## src/rtl/hba_cmd_master.sv

```systemverilog
// HBA bus initiator: one valid/ready command -> one request/grant/select bus transfer -> one response; HBA_CMD_MASTER_TIMEOUT_EN adds the ack timeout abort.
// Latency: accept to rsp_valid = grant wait + ack wait + 3 cycles; cmd_ready is held low until the previous response has been consumed.
module hba_cmd_master #(
  parameter int DBUS_WIDTH        = 8,
  parameter int PERIPH_ADDR_WIDTH = 4,
  parameter int REG_ADDR_WIDTH    = 8,
  parameter int ADDR_WIDTH        = PERIPH_ADDR_WIDTH + REG_ADDR_WIDTH,
  parameter int TIMEOUT_CYCLES    = 255
) (
  input  logic                  hba_clk,
  input  logic                  hba_reset,
  input  logic                  cmd_valid,
  output logic                  cmd_ready,
  input  logic                  cmd_rnw,
  input  logic [ADDR_WIDTH-1:0] cmd_addr,
  input  logic [DBUS_WIDTH-1:0] cmd_wdata,
  output logic                  rsp_valid,
  input  logic                  rsp_ready,
  output logic [DBUS_WIDTH-1:0] rsp_rdata,
  output logic                  rsp_err,
  output logic                  hba_mrequest,
  input  logic                  hba_mgrant,
  output logic                  hba_select,
  output logic                  hba_rnw,
  output logic [ADDR_WIDTH-1:0] hba_abus,
  output logic [DBUS_WIDTH-1:0] hba_dbus,
  input  logic [DBUS_WIDTH-1:0] hba_dbus_slave,
  input  logic                  hba_xferack_slave
);

  typedef enum logic [1:0] {IDLE, REQ, XFER, RESP} state_t;

  state_t                state;
  logic                  lat_rnw;
  logic [ADDR_WIDTH-1:0] lat_addr;
  logic [DBUS_WIDTH-1:0] lat_wdata;
  logic                  timeout;

  if (TIMEOUT_CYCLES < 1 || TIMEOUT_CYCLES > 65535) begin : g_bad_timeout
    $error("hba_cmd_master: TIMEOUT_CYCLES must be in 1..65535");
  end

`ifdef HBA_CMD_MASTER_TIMEOUT_EN
  localparam logic [15:0] TO_LAST = 16'(TIMEOUT_CYCLES - 1);

  logic [15:0] to_cnt;

  // Held at zero outside XFER, so it is already clear on the first XFER cycle.
  always_ff @(posedge hba_clk) begin
    if (hba_reset || state != XFER) to_cnt <= '0;
    else                             to_cnt <= to_cnt + 16'd1;
  end

  assign timeout = (to_cnt == TO_LAST);
`else
  assign timeout = 1'b0;
`endif

  always_ff @(posedge hba_clk) begin
    if (hba_reset) begin
      state        <= IDLE;
      cmd_ready    <= 1'b1;
      rsp_valid    <= 1'b0;
      rsp_rdata    <= '0;
      rsp_err      <= 1'b0;
      hba_mrequest <= 1'b0;
      hba_select   <= 1'b0;
      hba_rnw      <= 1'b0;
      hba_abus     <= '0;
      hba_dbus     <= '0;
      lat_rnw      <= 1'b0;
      lat_addr     <= '0;
      lat_wdata    <= '0;
    end else begin
      case (state)
        IDLE: begin
          if (cmd_valid && cmd_ready) begin
            lat_rnw      <= cmd_rnw;
            lat_addr     <= cmd_addr;
            lat_wdata    <= cmd_wdata;
            cmd_ready    <= 1'b0;
            hba_mrequest <= 1'b1;
            state        <= REQ;
          end
        end
        REQ: begin
          if (hba_mgrant) begin
            hba_select <= 1'b1;
            hba_rnw    <= lat_rnw;
            hba_abus   <= lat_addr;
            hba_dbus   <= lat_wdata;
            state      <= XFER;
          end
        end
        XFER: begin
          // Ack takes priority over a timeout landing in the same cycle.
          if (hba_xferack_slave || timeout) begin
            hba_select   <= 1'b0;
            hba_mrequest <= 1'b0;
            hba_rnw      <= 1'b0;
            hba_abus     <= '0;
            hba_dbus     <= '0;
            rsp_valid    <= 1'b1;
            rsp_rdata    <= (hba_xferack_slave && lat_rnw) ? hba_dbus_slave : '0;
            rsp_err      <= timeout && !hba_xferack_slave;
            state        <= RESP;
          end
        end
        RESP: begin
          if (rsp_ready) begin
            rsp_valid <= 1'b0;
            cmd_ready <= 1'b1;
            state     <= IDLE;
          end
        end
        default: state <= IDLE;
      endcase
    end
  end

endmodule

```

## config.mk

```make
export PLATFORM = sky130hd
export DESIGN_NAME = hba_cmd_master
export DESIGN_NICKNAME = d
export VERILOG_FILES = /design/src/rtl/hba_cmd_master.sv
export SDC_FILE = /design/constraint.sdc
export NUM_CORES = 1
export LEC_CHECK = 0
export CELL_PAD_IN_SITES_DETAIL_PLACEMENT = 2
export CELL_PAD_IN_SITES_GLOBAL_PLACEMENT = 2
export CORE_UTILIZATION = 29
export CTS_BUF_LIST = sky130_fd_sc_hd__clkbuf_8
export CTS_CLUSTER_SIZE = 20
export DETAILED_ROUTE_END_ITERATION = 12
export GPL_TIMING_DRIVEN = 0
export PLACE_DENSITY_LB_ADDON = 0.1
export SLEW_MARGIN = 30
export SYNTH_ARGS = -nofsm -noshare
export SYNTH_HDL_FRONTEND = slang
export SYNTH_SLANG_ARGS = --single-unit
```

## constraint.sdc

```tcl
create_clock -name hba_clk -period 1.6 [get_ports hba_clk]
set_input_delay 0.32 -clock hba_clk [delete_from_list [all_inputs] [get_ports hba_clk]]
set_output_delay 0.32 -clock hba_clk [all_outputs]
set_load 0.01 [all_outputs]
```

==> impl_metrics.ini, run 1 <==
[synthesis]
ys_seq_area_share_pct = 44.38
synthCells = 273
ys_warn_count = 0
avgSynthCellArea_um2 = 9.253
synthesis.nets = 314
synthesis.area_mm2 = 0.002526
synth_seq_cells = 56
synth_cell_types = 30

[routing]
vias = 2254
dr_wl_met2_um = 3864
wl_per_cell_um = 16.66
met1Wirelength_um = 3323
drt_pass1_iterations = 4
drtIter0Drc = 48
ant_nets = 0
drc = 0
top_layer = met4
dr_wl_met3_um = 273
wirelength_um = 7532
via_per_inst = 4.987

[critical_path]
cp_slowest_cell = clkdlybuf4s50_1
path_delay_family = buffers and inverters
critical_path_class = flop to output port
cp_num_cells = 1
critPathRequiredTime_ns = 1.28
crit_path_end_kind = output port
path_cells = clkdlybuf4s50_1
cp_slowest_stage_delay_ns = 0.55
worst-path-buf-inv = 1
reg2reg_depth = 6
critPathArrivalTime_ns = 1.23
critical_path.max_fanout = 2
cp-start-kind = flop

[layout]
fillers = 940
drive_above_1_share_pct = 23.34
antennaDiodeCount = 0
multi_input_area_mm2 = 0.001259
fin_nets = 388
fin_area_mm2 = 0.003490
area_delta_synth_final_pct = 38.14
final_cell_mix = 53 x nand2_1, 53 x dfxtp_1, 53 x clkdlybuf4s50_1
ff_latch_area_mm2 = 0.001125

[grt]
grt_first_pass_wirelength_um = 12450
overflow = 0
grt_pass1_vias = 2424
grt_antenna_before_repair = 0
grt_max_degree = 17
grt_usage_pct = 18.14

[sta]
skew_ns = 0.008731
setup_viol = 0
hold_violations = 0
max_slew_margin_pct = 62.55
rsz0062_at_grt = yes
setup_ws_ns = 0.04773
slew_viol_final = 0
timing.fmax_mhz = 644.2
fin_crit_ns = 1.552
tightest_slew_ns = 0.5618
post-route-period-util_pct = 97.02
tns_ns = 0

[pwr]
ir_worst_vdd_mv = 0.4404
p_leak_nw = 1.394
power.density_mw_per_mm2 = 1186
finalPower_mw = 4.140

[clock_tree]
clock_sinks = 56
htree_levels = 2
clkLatencyLatePin_ns = 0.31
numCtsBuffers = 5
hold_buffers = 0
cts_tree = done
root_buffer = clkbuf_8
clockBufferDepth = 2
clk_pin_slew_worst_paths_ns = 0.11
cts_setup_buffers = 0

[placement]
place_congestion = 0.7385
hpwl_um = 5430
pre_cts_slack_ns = -0.2434
placed_area_mm2 = 0.003328
io_buffers = 67

[floorplanning]
core-area_mm2 = 0.008341
die_h_um = 95.33
ioPinCount = 69
rows = 33
initial_core_util_pct = 30.29
die-area_mm2 = 0.009088
die-width_um = 95.33

[outcome]
outcome = finished, final reports clean

[hold_path]
worstHoldPathType = flop to flop
holdPathStages = 2

[run]
maxCapViolations = 0
## stage by stage
| step | utilization (%) | instances | hold WS (ns) |
|---|---|---|---|
| floorplan | - | 273 | 0.4363 |
| global placement | 39.90 | 445 | 0.4392 |
| detailed placement | 39.90 | 445 | 0.4523 |
| CTS | 41.18 | 452 | 0.4656 |
| global route | 41.84 | 452 | 0.4855 |
| finish | 41.84 | 452 | 0.4634 |
## cell usage after synthesis (all sizes together)
library cell	count	area, µm²
a21oi	55	354.1
o2111a	1	11.26
a21bo	1	16.27
mux2	1	15.01
a21o	1	7.510
dfxtp	56	1121
mux2i	3	33.78
and2b	1	7.510
nand4b	21	183.9
buf	24	147.6
a311oi	1	15.01
nand2b	5	31.28
inv	5	18.77
or2	1	6.260
nand3	1	5.000
and2	1	6.260
nand2	53	198.9
and3	1	6.260
nand4	8	50.05
conb	1	3.750
ha	6	75.07
o21bai	2	15.01
o21ai	23	190.2
nor2b	1	6.260
## power breakdown
group / internal (mW) / leakage (nW) / switching [mW] / total (mW)
sequential: 1.57 / 0.455 / 0.116 / 1.68
clock: 0.347 / 0.0473 / 0.487 / 0.834
combinational: 0.710 / 0.891 / 0.913 / 1.62
total: 2.62 / 1.39 / 1.52 / 4.14
## path summary, 6_finish.rpt
check / to / start / slack (ns)
setup reg to reg: hba_abus[9]$_SDFFE_PP0P_ / state[1]$_SDFFE_PP0P_ / 0.10
setup / recovery: hba_abus[0] / hba_abus[0]$_SDFFE_PP0P_ / 0.05
hold reg to reg: rsp_rdata[0]$_SDFFE_PP0P_ / rsp_rdata[0]$_SDFFE_PP0P_ / 0.46
hold / removal: rsp_rdata[0]$_SDFFE_PP0P_ / rsp_rdata[0]$_SDFFE_PP0P_ / 0.46
## metal layers
layer / track usage, % / up-vias
met1: 22.15 / 1099
met5: 0 / -
met3: 2.711 / 6
met4: 4.167 / 0
met2: 33.15 / 49
li1: - / 1100
## logic make-up after synthesis
family                   Yosys count  synth area share, %
AO/OA/AOI/OAI                     84                24.12
adder cells (fa/ha/maj)            6                2.972
buffers and inverters             29                6.587
flip-flops                        56                44.38
multiplexers                       4                1.931
other                              1               0.1484
AND/OR/NAND/NOR                   93                19.86
## sequential cells by signal (all words and copies together), names as in the netlist
| signal | cells |
|---|---|
| rsp_rdata | 8 |
| hba_select | 1 |
| hba_rnw | 1 |
| cmd_ready | 1 |
| state | 2 |
| lat_wdata | 8 |
| lat_rnw | 1 |
| hba_abus | 12 |
| hba_dbus | 8 |
| rsp_valid | 1 |
| lat_addr | 12 |
| hba_mrequest | 1 |
## area by class of cell
cell class / count / area share, %
timing repair buffer: 67 / 20.22
clock buffer: 6 / 2.366
buffer: 24 / 4.554
clock inverter: 1 / 0.2510
tap: 105 / 3.765
multi-input combinational: 188 / 36.07
sequential: 56 / 32.23
inverter: 5 / 0.5378
## repair_timing
item | CTS | global route
resized for setup | 5 | 25
setup endpoints to repair | 22 | 65
gates cloned | 0 | 0
pin swaps | 0 | 0
No activity file was read; power rests on OpenSTA's default activity.
==> run 2, diff against run 1 <==
==> constraint.sdc (replaced) <==
create_clock -name hba_clk -period 1.6 [get_ports hba_clk]
set_input_delay 0.32 -clock hba_clk [delete_from_list [all_inputs] [get_ports hba_clk]]
set_output_delay 0.32 -clock hba_clk [all_outputs]
set_load 0.1 [all_outputs]
==> run 2 against run 1 <==
Against the previous run:
- routed wire length decreased by 0.56%
- clock-buffer cell count is the same
- combinational power rose by 25%
- global-route usage shrank 0.15 points
- critical path type unchanged
- via count rose by 1.0%
- largest power group is now combinational logic
- die area unchanged
- clock power grew 0.5%
- power grew 9.9%
- critical endpoint is now hba_dbus[4]
- cell count grew 0.22%
==> impl_metrics.ini, run 2 (same netlist as run 1, synthesis figures left out) <==
[outcome]
outcome = finished, final reports clean

[hold_path]
holdPathStages = 2
min_to = rsp_rdata[1]$_SDFFE_PP0P_
min_from = rsp_rdata[1]$_SDFFE_PP0P_
worstHoldPathType = flop to flop

[routing]
wl_per_cell_um = 16.53
wirelength_um = 7490
via_per_inst = 5.026
vias = 2277
ant_nets = 0
drtIter0Drc = 68
drc = 0
drt_pass1_iterations = 4

[grt]
grt_usage_pct = 17.99
grt_first_pass_wirelength_um = 12250
grt_pass1_vias = 2366
overflow = 0
grt_max_degree = 17
grt_antenna_before_repair = 0

[critical_path]
path_delay_family = buffers and inverters
critical_path.max_fanout = 2
cp_slowest_cell = clkdlybuf4s18_2
cp_slowest_stage_delay_ns = 0.55
critPathRequiredTime_ns = 1.28
regToRegStartpoint = state[1]$_SDFFE_PP0P_
cp-start-kind = flop
worst-path-buf-inv = 1
cp_num_cells = 1
reg2reg_depth = 6
critPathArrivalTime_ns = 1.23
crit_path_end_kind = output port
regToRegSetupSlack_ns = 0.10
timing.rr.end = hba_abus[10]$_SDFFE_PP0P_
critical_path_class = flop to output port
path_cells = clkdlybuf4s18_2

[sta]
skew_ns = 0.008793
rsz0062_at_grt = no
timing.fmax_mhz = 646.0
post-route-period-util_pct = 96.75
max_slew_margin_pct = 60.55
slew_viol_final = 0
holdWs_ns = 0.4637
hold_violations = 0
fin_crit_ns = 1.548
setup_viol = 0
tns_ns = 0
tightest_slew_ns = 0.5917

[clock_tree]
clk_pin_slew_worst_paths_ns = 0.11
root_buffer = clkbuf_8
clockBufferDepth = 2
clkLatencyLatePin_ns = 0.32
numCtsBuffers = 5
htree_levels = 2
cts_tree = done
clock_sinks = 56
cts_setup_buffers = 0

[placement]
placed_area_mm2 = 0.003329
post-place-cells = 445
place_congestion = 0.7380
hpwl_um = 5355
io_buffers = 67

[layout]
fin_nets = 388
area_delta_synth_final_pct = 34.27
final_util_pct = 40.67
ff_latch_area_mm2 = 0.001125
reg_top3 = hba_abus x12, lat_addr x12
fin_area_mm2 = 0.003392
final_cell_mix = 53 x nand2_1, 53 x dfxtp_1, 34 x a21oi_1, 34 x clkdlybuf4s50_1, 25 x buf_2
drive_above_1_share_pct = 33.05
fillers = 930
multi_input_area_mm2 = 0.001266
final_cells = 453
antennaDiodeCount = 0

[run]
maxCapViolations = 0

[floorplanning]
ioPinCount = 69
rows = 33
core-area_mm2 = 0.008341
initial_core_util_pct = 30.29
die-width_um = 95.33
die-area_mm2 = 0.009088
die_h_um = 95.33

[pwr]
ir_worst_vdd_mv = 0.4828
p_leak_nw = 1.199
power.density_mw_per_mm2 = 1341
## run 2: changes by cell type in the layout (fill, tap and decap cells not counted), sizes merged, moves of 8 or more
| cell | before | now |
|---|---|---|
| buf | 21 | 39 |
| clkdlybuf4s15 | 0 | 8 |
| clkdlybuf4s18 | 0 | 8 |
| clkdlybuf4s50 | 53 | 34 |
| dlymetal6s2s | 14 | 0 |
## run 2: cell type report
type	instances	share of cell area [%]
buffer	24	4.758
clock buffer	6	2.435
clock inverter	2	0.3320
inverter	5	0.5533
multi-input combinational	188	37.33
sequential	56	33.16
tap	105	3.873
timing repair buffer	67	17.56
## run 2: what timing repair did
item | in CTS | in global routing
endpoints found under the setup margin | 53 | 77
hold buffers | 0 | 0
resized for setup | 109 | 47
## run 2: per-stage QoR
step / power [mW] / worst slack [ns]
after floorplan: 3.161 / 0.1621
after global placement: 3.690 / -0.2244
after detailed placement: 3.735 / -0.2406
after CTS: 4.594 / 0.0009492
after global routing: 4.834 / 0.001914
final: 4.548 / 0.05202
## run 2: where the power goes
part	leakage [nW]	switching, mW	internal, mW
logic	0.695	1.33	0.688
registers	0.455	0.121	1.57
clock network	0.0486	0.491	0.348
## run 2: worst max path at each step
stage | start | end | slack (ns)
6_report | hba_dbus[4]$_SDFFE_PP0P_ | hba_dbus[4] | 0.05
5_1_grt | hba_rnw$_SDFFE_PP0P_ | hba_rnw | 0.002
4_1_cts | hba_abus[7]$_SDFFE_PP0P_ | hba_abus[7] | 0.0009
3_5_place_dp | hba_reset | lat_wdata[4]$_SDFFE_PP0P_ | -0.24
3_3_place_gp | hba_abus[9]$_SDFFE_PP0P_ | hba_abus[9] | -0.22
2_1_floorplan | state[0]$_SDFFE_PP0P_ | hba_abus[10]$_SDFFE_PP0P_ | 0.16
## run 2: layer usage
layer	track usage, %	vias up	share of wire, %
met1	22.42	1122	45
met5	0	-	0
met2	31.73	46	51
li1	-	1103	-
met4	4.293	0	0.71
met3	3.429	6	3.8
==> run 3, diff against run 2 <==
--- a/config.mk
+++ b/config.mk
@@ -5,10 +5,10 @@
 export SDC_FILE = /design/constraint.sdc
 export NUM_CORES = 1
 export LEC_CHECK = 0
+export ABC_AREA = 1
 export CELL_PAD_IN_SITES_DETAIL_PLACEMENT = 2
 export CELL_PAD_IN_SITES_GLOBAL_PLACEMENT = 2
-export CORE_UTILIZATION = 29
-export CTS_BUF_LIST = sky130_fd_sc_hd__clkbuf_8
+export CORE_UTILIZATION = 25
 export CTS_CLUSTER_SIZE = 20
 export DETAILED_ROUTE_END_ITERATION = 12
 export GPL_TIMING_DRIVEN = 0
==> run 3 against run 2 <==
Against the previous run:
- global-route usage fell by 1.9 points
- die area rose by 9.4%
- register-to-register slack barely moved
- cell area rose by 0.89%
- clock-buffer cell count rose by 1
==> impl_metrics.ini, run 3 <==
[grt]
grt_first_pass_wirelength_um = 12560
grtUsageMet1_pct = 19.89
grt_pass1_vias = 2540
grt_usage_pct = 16.09
grt_antenna_before_repair = 0
grt_max_degree = 17
gr-usage-met3_pct = 3.092
grt-busiest-layer = met2
overflow = 0
use_met2_pct = 28.54

[clock_tree]
clkLatencyLatePin_ns = 0.31
root_buffer = clkbuf_8
clock_sinks = 56
hold_buffers = 0
cts_tree = done
clockBufferDepth = 2
clk_pin_slew_worst_paths_ns = 0.10
htree_levels = 2
numCtsBuffers = 5

[floorplanning]
die-area_mm2 = 0.009939
core-area_mm2 = 0.009240
rows = 35
ioPinCount = 69
initial_core_util_pct = 25.82
die_h_um = 99.70
die-width_um = 99.70

[critical_path]
critical_path.max_fanout = 2
critical_path_class = flop to output port
critPathRequiredTime_ns = 1.28
crit_path_end_kind = output port
cp-start-kind = flop
critPathArrivalTime_ns = 1.23
worst-path-buf-inv = 1
cp_slowest_cell = clkdlybuf4s15_2
cp_slowest_stage_delay_ns = 0.56
path_cells = clkdlybuf4s15_2
path_delay_family = buffers and inverters

[layout]
area_delta_synth_final_pct = 43.42
drive_above_1_share_pct = 18.77
reg_top3 = hba_abus x12, lat_addr x12
antennaDiodeCount = 0
fin_nets = 445
final_common_cell = nand2_1
fillers = 1095
final_cell_mix = 59 x nand2_1, 53 x dfxtp_1, 52 x a21oi_1

[run]
maxCapViolations = 0

[synthesis]
synth_top_area_share_pct = 46.98
synth.most_common_cell = nand2_1
ys_top_cells_by_count = 60 x nand2_1, 56 x dfxtp_1, 52 x a21oi_1, 37 x nor2_1, 30 x inv_1
ys.flop_type = dfxtp_1
async_flop_share_pct = 0
ys_seq_area_share_pct = 46.98
synth_edf_count = 0
synth_top_area_cell = dfxtp_1
ys_top_cells_by_area = dfxtp_1 47%, a21oi_1 11%, nand2_1 9.4%
synth_cell_types = 21
ys_warn_count = 0
synthesis.area_mm2 = 0.002386
synth_seq_cells = 56
avgSynthCellArea_um2 = 7.319
synthesis.nets = 367
synthCells = 326

[routing]
via_per_inst = 4.507
drc = 0
wirelength_um = 7531
ant_nets = 0
drt_pass1_iterations = 4
vias = 2407
wl_per_cell_um = 14.10
drtIter0Drc = 34

[outcome]
outcome = finished, final reports clean

[placement]
io_buffers = 67
hpwl_um = 5515
place_congestion = 0.7067

[sta]
hold_violations = 0
timing.fmax_mhz = 643.9
max_slew_margin_pct = 62.68
skew_ns = 0.007322
post-route-period-util_pct = 97.06
slew_viol_final = 0
tightest_slew_ns = 0.5625
rsz0062_at_grt = yes
fin_crit_ns = 1.553
tns_ns = 0
setup_viol = 0

[hold_path]
worstHoldPathType = flop to flop
-- run 3: path summary, 6_finish.rpt --
kind                                                 from                   endpoint  slack [ns]  cells after the start
worst min-delay path            lat_wdata[7]$_SDFFE_PP0P_  lat_wdata[7]$_SDFFE_PP0P_        0.45                      2
worst max register to register      state[1]$_SDFFE_PP0P_   hba_dbus[7]$_SDFFE_PP0P_        0.09                      9
worst max-delay path            rsp_rdata[0]$_SDFFE_PP0P_               rsp_rdata[0]        0.05                      1
worst min register to register  lat_wdata[7]$_SDFFE_PP0P_  lat_wdata[7]$_SDFFE_PP0P_        0.45                      2
-- run 3: stage by stage --
stage          setup slack [ns]  instance area, µm²  utilization (%)  instances  hold WS, ns
6_report                0.04699                3422            37.03        534       0.4529
5_1_grt                -0.02180                3422            37.03        534       0.4774
4_1_cts                0.009441                3402            36.82        534       0.4612
3_5_place_dp            -0.3496                3219            34.84        522       0.4458
3_3_place_gp            -0.3411                3219            34.84        522       0.4339
2_1_floorplan            0.1581                2387                -        326       0.3891
-- run 3: logic make-up (layout without fill, tap and decap cells) --
kind of cell	after synthesis	after routing	synth area share (%)
AOI/OAI and AO/OA	82	82	17.72
adders and majority gates	6	6	3.146
buffers and inverters	53	132	10.07
DFF	56	56	46.98
other	1	1	0.1572
and+or+nand+nor	128	128	21.92
-- run 3: what timing repair did --
item                                    in CTS  in global routing
setup buffers                                3                  0
cloned                                       1                  0
endpoints found under the setup margin      82                 48
pin swaps                                    1                  1
resized for setup                          110                 23
-- run 3: area by class of cell --
class / count / area [µm²] / area share, %
flip-flops and latches: 56 / 1127 / 32.94
multi-input cells: 217 / 1052 / 30.75
repair buffers: 71 / 729.5 / 21.32
well taps: 129 / 161.4 / 4.717
plain buffers: 21 / 133.9 / 3.912
inverters: 32 / 123.9 / 3.620
clock buffers: 7 / 86.33 / 2.523
clock inverters: 1 / 7.507 / 0.2194
-- run 3: routing by layer --
layer  vias up  part of all wire (%)
met2        41                    49
met1      1156                    47
li1       1205                     -
met5         -                     0
met3         5                   3.1
met4         0                  0.86
Power of run 3 is left out: the tool's default activity adds up to more than one toggle a clock period on the data nets, which glitch-free logic cannot reach.
==> edit 1, RTL diff (settings of run 2) <==
Change the parameter `PERIPH_ADDR_WIDTH` from 4 to 2.
--- a/src/rtl/hba_cmd_master.sv
+++ b/src/rtl/hba_cmd_master.sv
@@ -2,7 +2,7 @@
 // Latency: accept to rsp_valid = grant wait + ack wait + 3 cycles; cmd_ready is held low until the previous response has been consumed.
 module hba_cmd_master #(
   parameter int DBUS_WIDTH        = 8,
-  parameter int PERIPH_ADDR_WIDTH = 4,
+  parameter int PERIPH_ADDR_WIDTH = 2,
   parameter int REG_ADDR_WIDTH    = 8,
   parameter int ADDR_WIDTH        = PERIPH_ADDR_WIDTH + REG_ADDR_WIDTH,
   parameter int TIMEOUT_CYCLES    = 255
Ports: changed (resized cmd_addr and hba_abus); port bits go from 69 to 65. The function was not compared with the original's and may differ.
==> edit 1 against run 2 <==
Wire length shrank 11%; die area shrank 12%; combinational power shrank 9.9%; final area shrank 7.8%; synthesized cell count shrank 6.2%; critical path depth is the same; worst hold slack lost 0.0014 ns; cell count shrank 6.2%; setup slack lost 0.0053 ns; power shrank 9.0%; sequential cell count shrank 4; fmax shrank 0.34%; area after synthesis shrank 12%.
==> edit 1: results (changes against run 2) <==
| Metric | Value |
|---|---|
| Tot GR Track Use | 0.180 (about the same) |
| Status | finished clean (unchanged) |
| # nets final | 364 (was 388) |
| Most frequent cells after synthesis | dfxtp_1, a21oi_1, nand2_1 (was dfxtp_1, nand2_1, a21oi_1) |
| Combinational Power Share | 0.439 (was 0.445) |
| Met3 Usage GRT | 0.0240 (was 0.0343) |
| Via count | 2062 (was 2277) |
| Biggest regs | hba_abus (10), lat_addr (10) (was hba_abus (12), lat_addr (12)) |
| Post-synthesis sequential area ratio | 0.468 (was 0.444) |
| R2r worst-path depth | 7 (was 6) |
| Worst R2R End | hba_abus[6]$_SDFFE_PP0P_ (was hba_abus[10]$_SDFFE_PP0P_) |
| Setup crit end | hba_abus[0] (was hba_dbus[4]) |
| Buffers on Ports | 62 (was 67) |
| Share of layout cells above drive strength 1 | 0.206 (was 0.330) |
| Post-Syn Nets | 295 (was 314) |
| Post-synthesis compound-gate area fraction | 0.186 (was 0.241) |
| Mux cell area share after synthesis | 0.0186 (was 0.0193) |
| Met2 global-route usage | 0.335 (was 0.317) |
| Switching fraction of total power | 0.417 (was 0.428) |
| Netlist cell types | 32 (was 30) |
| Flop2flop setup slack | 0.06 ns (was 0.10 ns) |
| Worst-Margin Slew | 0.594 ns (was 0.592 ns) |
| Post-synthesis cell area | 2220 um2 (was 2530 um2) |
| Adder-Cell Fraction of Synth Area | 0.0338 (was 0.0297) |
| Max VDD drop | 483 uV (about the same) |
| Routed metal-1 wirelength | 3030 um (was 3350 um) |
| Largest net degree at the start of global routing | 20 (was 17) |
| Routed wl met3 | 204 um (was 287 um) |
| Critical path origin | hba_abus[0]$_SDFFE_PP0P_ (was hba_dbus[4]$_SDFFE_PP0P_) |
| Clock Skew | 0.00905 ns (was 0.00879 ns) |
| Main area contributors after synthesis | dfxtp_1, a21oi_1, nand2_1 (was dfxtp_1, nand2_1, a21oi_2) |
| Setup WS pre-CTS | -0.228 ns (was -0.241 ns) |
| Hold_sp | lat_wdata[5]$_SDFFE_PP0P_ (was rsp_rdata[1]$_SDFFE_PP0P_) |
| Vias in the first global route | 2163 (was 2366) |
| Endpoint, Worst Hold | lat_wdata[5]$_SDFFE_PP0P_ (was rsp_rdata[1]$_SDFFE_PP0P_) |
| Pleak | 0.00109 uW (was 0.00120 uW) |
| Final worst path period need | 1.55 ns (about the same) |
| Worst path slowest cell | clkdlybuf4s15_2 (was clkdlybuf4s18_2) |
==> edit 1: metrics by stage <==
| stage | TNS (ns) | total power (uW) | instances |
|---|---|---|---|
| floorplan | 0 | 2840 | 256 |
| global placement | -8.79 | 3310 | 417 |
| detailed placement | -9.87 | 3360 | 417 |
| CTS | 0 | 4140 | 424 |
| global route | -0.355 | 4390 | 425 |
| finish | 0 | 4140 | 425 |
==> edit 1: final cells by class <==
type / count / area, um2
sequential: 52 / 1050
inverter: 5 / 18.8
multi-input combinational: 176 / 1030
clock buffer: 5 / 68.8
buffer: 22 / 166
clock inverter: 3 / 20.0
timing repair buffer: 63 / 651
fill: 813 / 4200
tap: 99 / 124
==> edit 1: cell families after synthesis <==
kind of cell,after synthesis
and+or+nand+nor,87
AOI/OAI and AO/OA,78
DFF,52
buffers and inverters,28
adders and majority gates,6
muxes,4
other,1
==> edit 2, RTL diff (flow settings as in run 2) <==
Made on the original files. The 4 states of `state_t` get a one-hot encoding in 4 bits.
--- a/src/rtl/hba_cmd_master.sv
+++ b/src/rtl/hba_cmd_master.sv
@@ -28,7 +28,7 @@
   input  logic                  hba_xferack_slave
 );
 
-  typedef enum logic [1:0] {IDLE, REQ, XFER, RESP} state_t;
+  typedef enum logic [3:0] {IDLE = 4'b0001, REQ = 4'b0010, XFER = 4'b0100, RESP = 4'b1000} state_t;
 
   state_t                state;
   logic                  lat_rnw;
Function: no difference found for any inputs over 10 cycles, from zero or initial values and one cycle with hba_reset high; not proved beyond that.
==> edit 2 against run 2 <==
Wire length shrank 3.2%; sequential cell count grew 2; critical endpoint is now rsp_rdata[0]; area after synthesis shrank 11%; largest cell class is now registers; final area shrank 3.8%; setup slack lost 0.018 ns; via count shrank 5.2%.
Power is not compared: it rests on default switching activity, and its combinational part moved more than twofold at a synthesized area within 25%.
==> edit 2: results (changes against run 2) <==
| Metric | Value |
|---|---|
| Status | finished clean (unchanged) |
| Via density | 5.20 (was 5.03) |
| Number of non-clock buffers | 92 (was 91) |
| Fraction of area in registers | 0.356 (was 0.332) |
| Dpl hpwl | 4880 um (was 5350 um) |
| Worst path slowest cell | clkdlybuf4s15_2 (was clkdlybuf4s18_2) |
| Met2 WL | 3480 um (was 3790 um) |
| Hold crit path type | primary input to flop (was flop to flop) |
| Setup crit end | rsp_rdata[0] (was hba_dbus[4]) |
| Met1 GRT Util | 0.247 (was 0.224) |
| Hold_sp | hba_mgrant (was rsp_rdata[1]$_SDFFE_PP0P_) |
| Clock buf count | 10 (was 6) |
| Worst-Margin Slew | 0.555 ns (was 0.592 ns) |
| Post-Syn Nets | 270 (was 314) |
| DR iter-0 viols | 48 (was 68) |
| Fin Hold WS | 0.405 ns (was 0.464 ns) |
| Routed metal-1 wirelength | 3360 um (was 3350 um) |
| Multi-In Gates | 148 (was 188) |
| Critical path origin | rsp_rdata[0]$_SDFFE_PP0P_ (was hba_dbus[4]$_SDFFE_PP0P_) |
| Most frequent cells after synthesis | dfxtp_1, a21oi_1, o21ai_0 (was dfxtp_1, nand2_1, a21oi_1) |
| Tot GR Track Use | 0.194 (was 0.180) |
| WHS Path Cells | 3 (was 2) |
| # nets final | 346 (was 388) |
| Met3 Usage GRT | 0.0491 (was 0.0343) |
| Vias in the first global route | 2310 (was 2366) |
| H-tree levels | 3 (was 2) |
| Routed wl met3 | 283 um (was 287 um) |
| Endpoint, Worst Hold | hba_select$_SDFFE_PP0P_ (was rsp_rdata[1]$_SDFFE_PP0P_) |
| Worst skew pair latency | 0.35 ns (was 0.32 ns) |
| Largest net degree at the start of global routing | 12 (was 17) |
| Non-clock inverter count | 2 (was 5) |
| Seq cells post-synth | 58 (was 56) |
| Netlist cell types | 31 (was 30) |
| Post-synthesis sequential area ratio | 0.518 (was 0.444) |
| First-pass GRT wire length | 12200 um (was 12300 um) |
edit 2: cells by family after synthesis:
kind of cell	after synthesis	synth area share
AO/OA/AOI/OAI	94	0.266
flip-flops	58	0.518
AND/OR/NAND/NOR	53	0.147
buffers and inverters	29	0.0670
other	1	0.00167
edit 2: through the flow:
step | cell area (um2) | std cells | power [uW] | worst slack [ns]
detailed placement | 3040 | 401 | 1970 | -0.425
global route | 3260 | 415 | 3640 | 0.000328
CTS | 3300 | 417 | 3530 | -0.00192
global placement | 3040 | 401 | 1960 | -0.416
finish | 3260 | 415 | 3490 | 0.0338
floorplan | 2240 | 235 | 1790 | 0.0694
edit 2: what timing repair did:
action                                 in CTS  in global routing
pin swaps                                   0                  1
endpoints found under the hold margin       0                  0
setup endpoints to repair                  62                 62
gates resized for setup                   108                 41
cloned                                      0                  0
edit 2: report_power, final:
part	switching [uW]	total, uW	leakage [uW]	internal (uW)
Clock	638	1560	0.000112	921
Sequential	28.0	1530	0.000471	1500
Combinational	245	408	0.000582	163
Total	911	3490	0.00117	2580
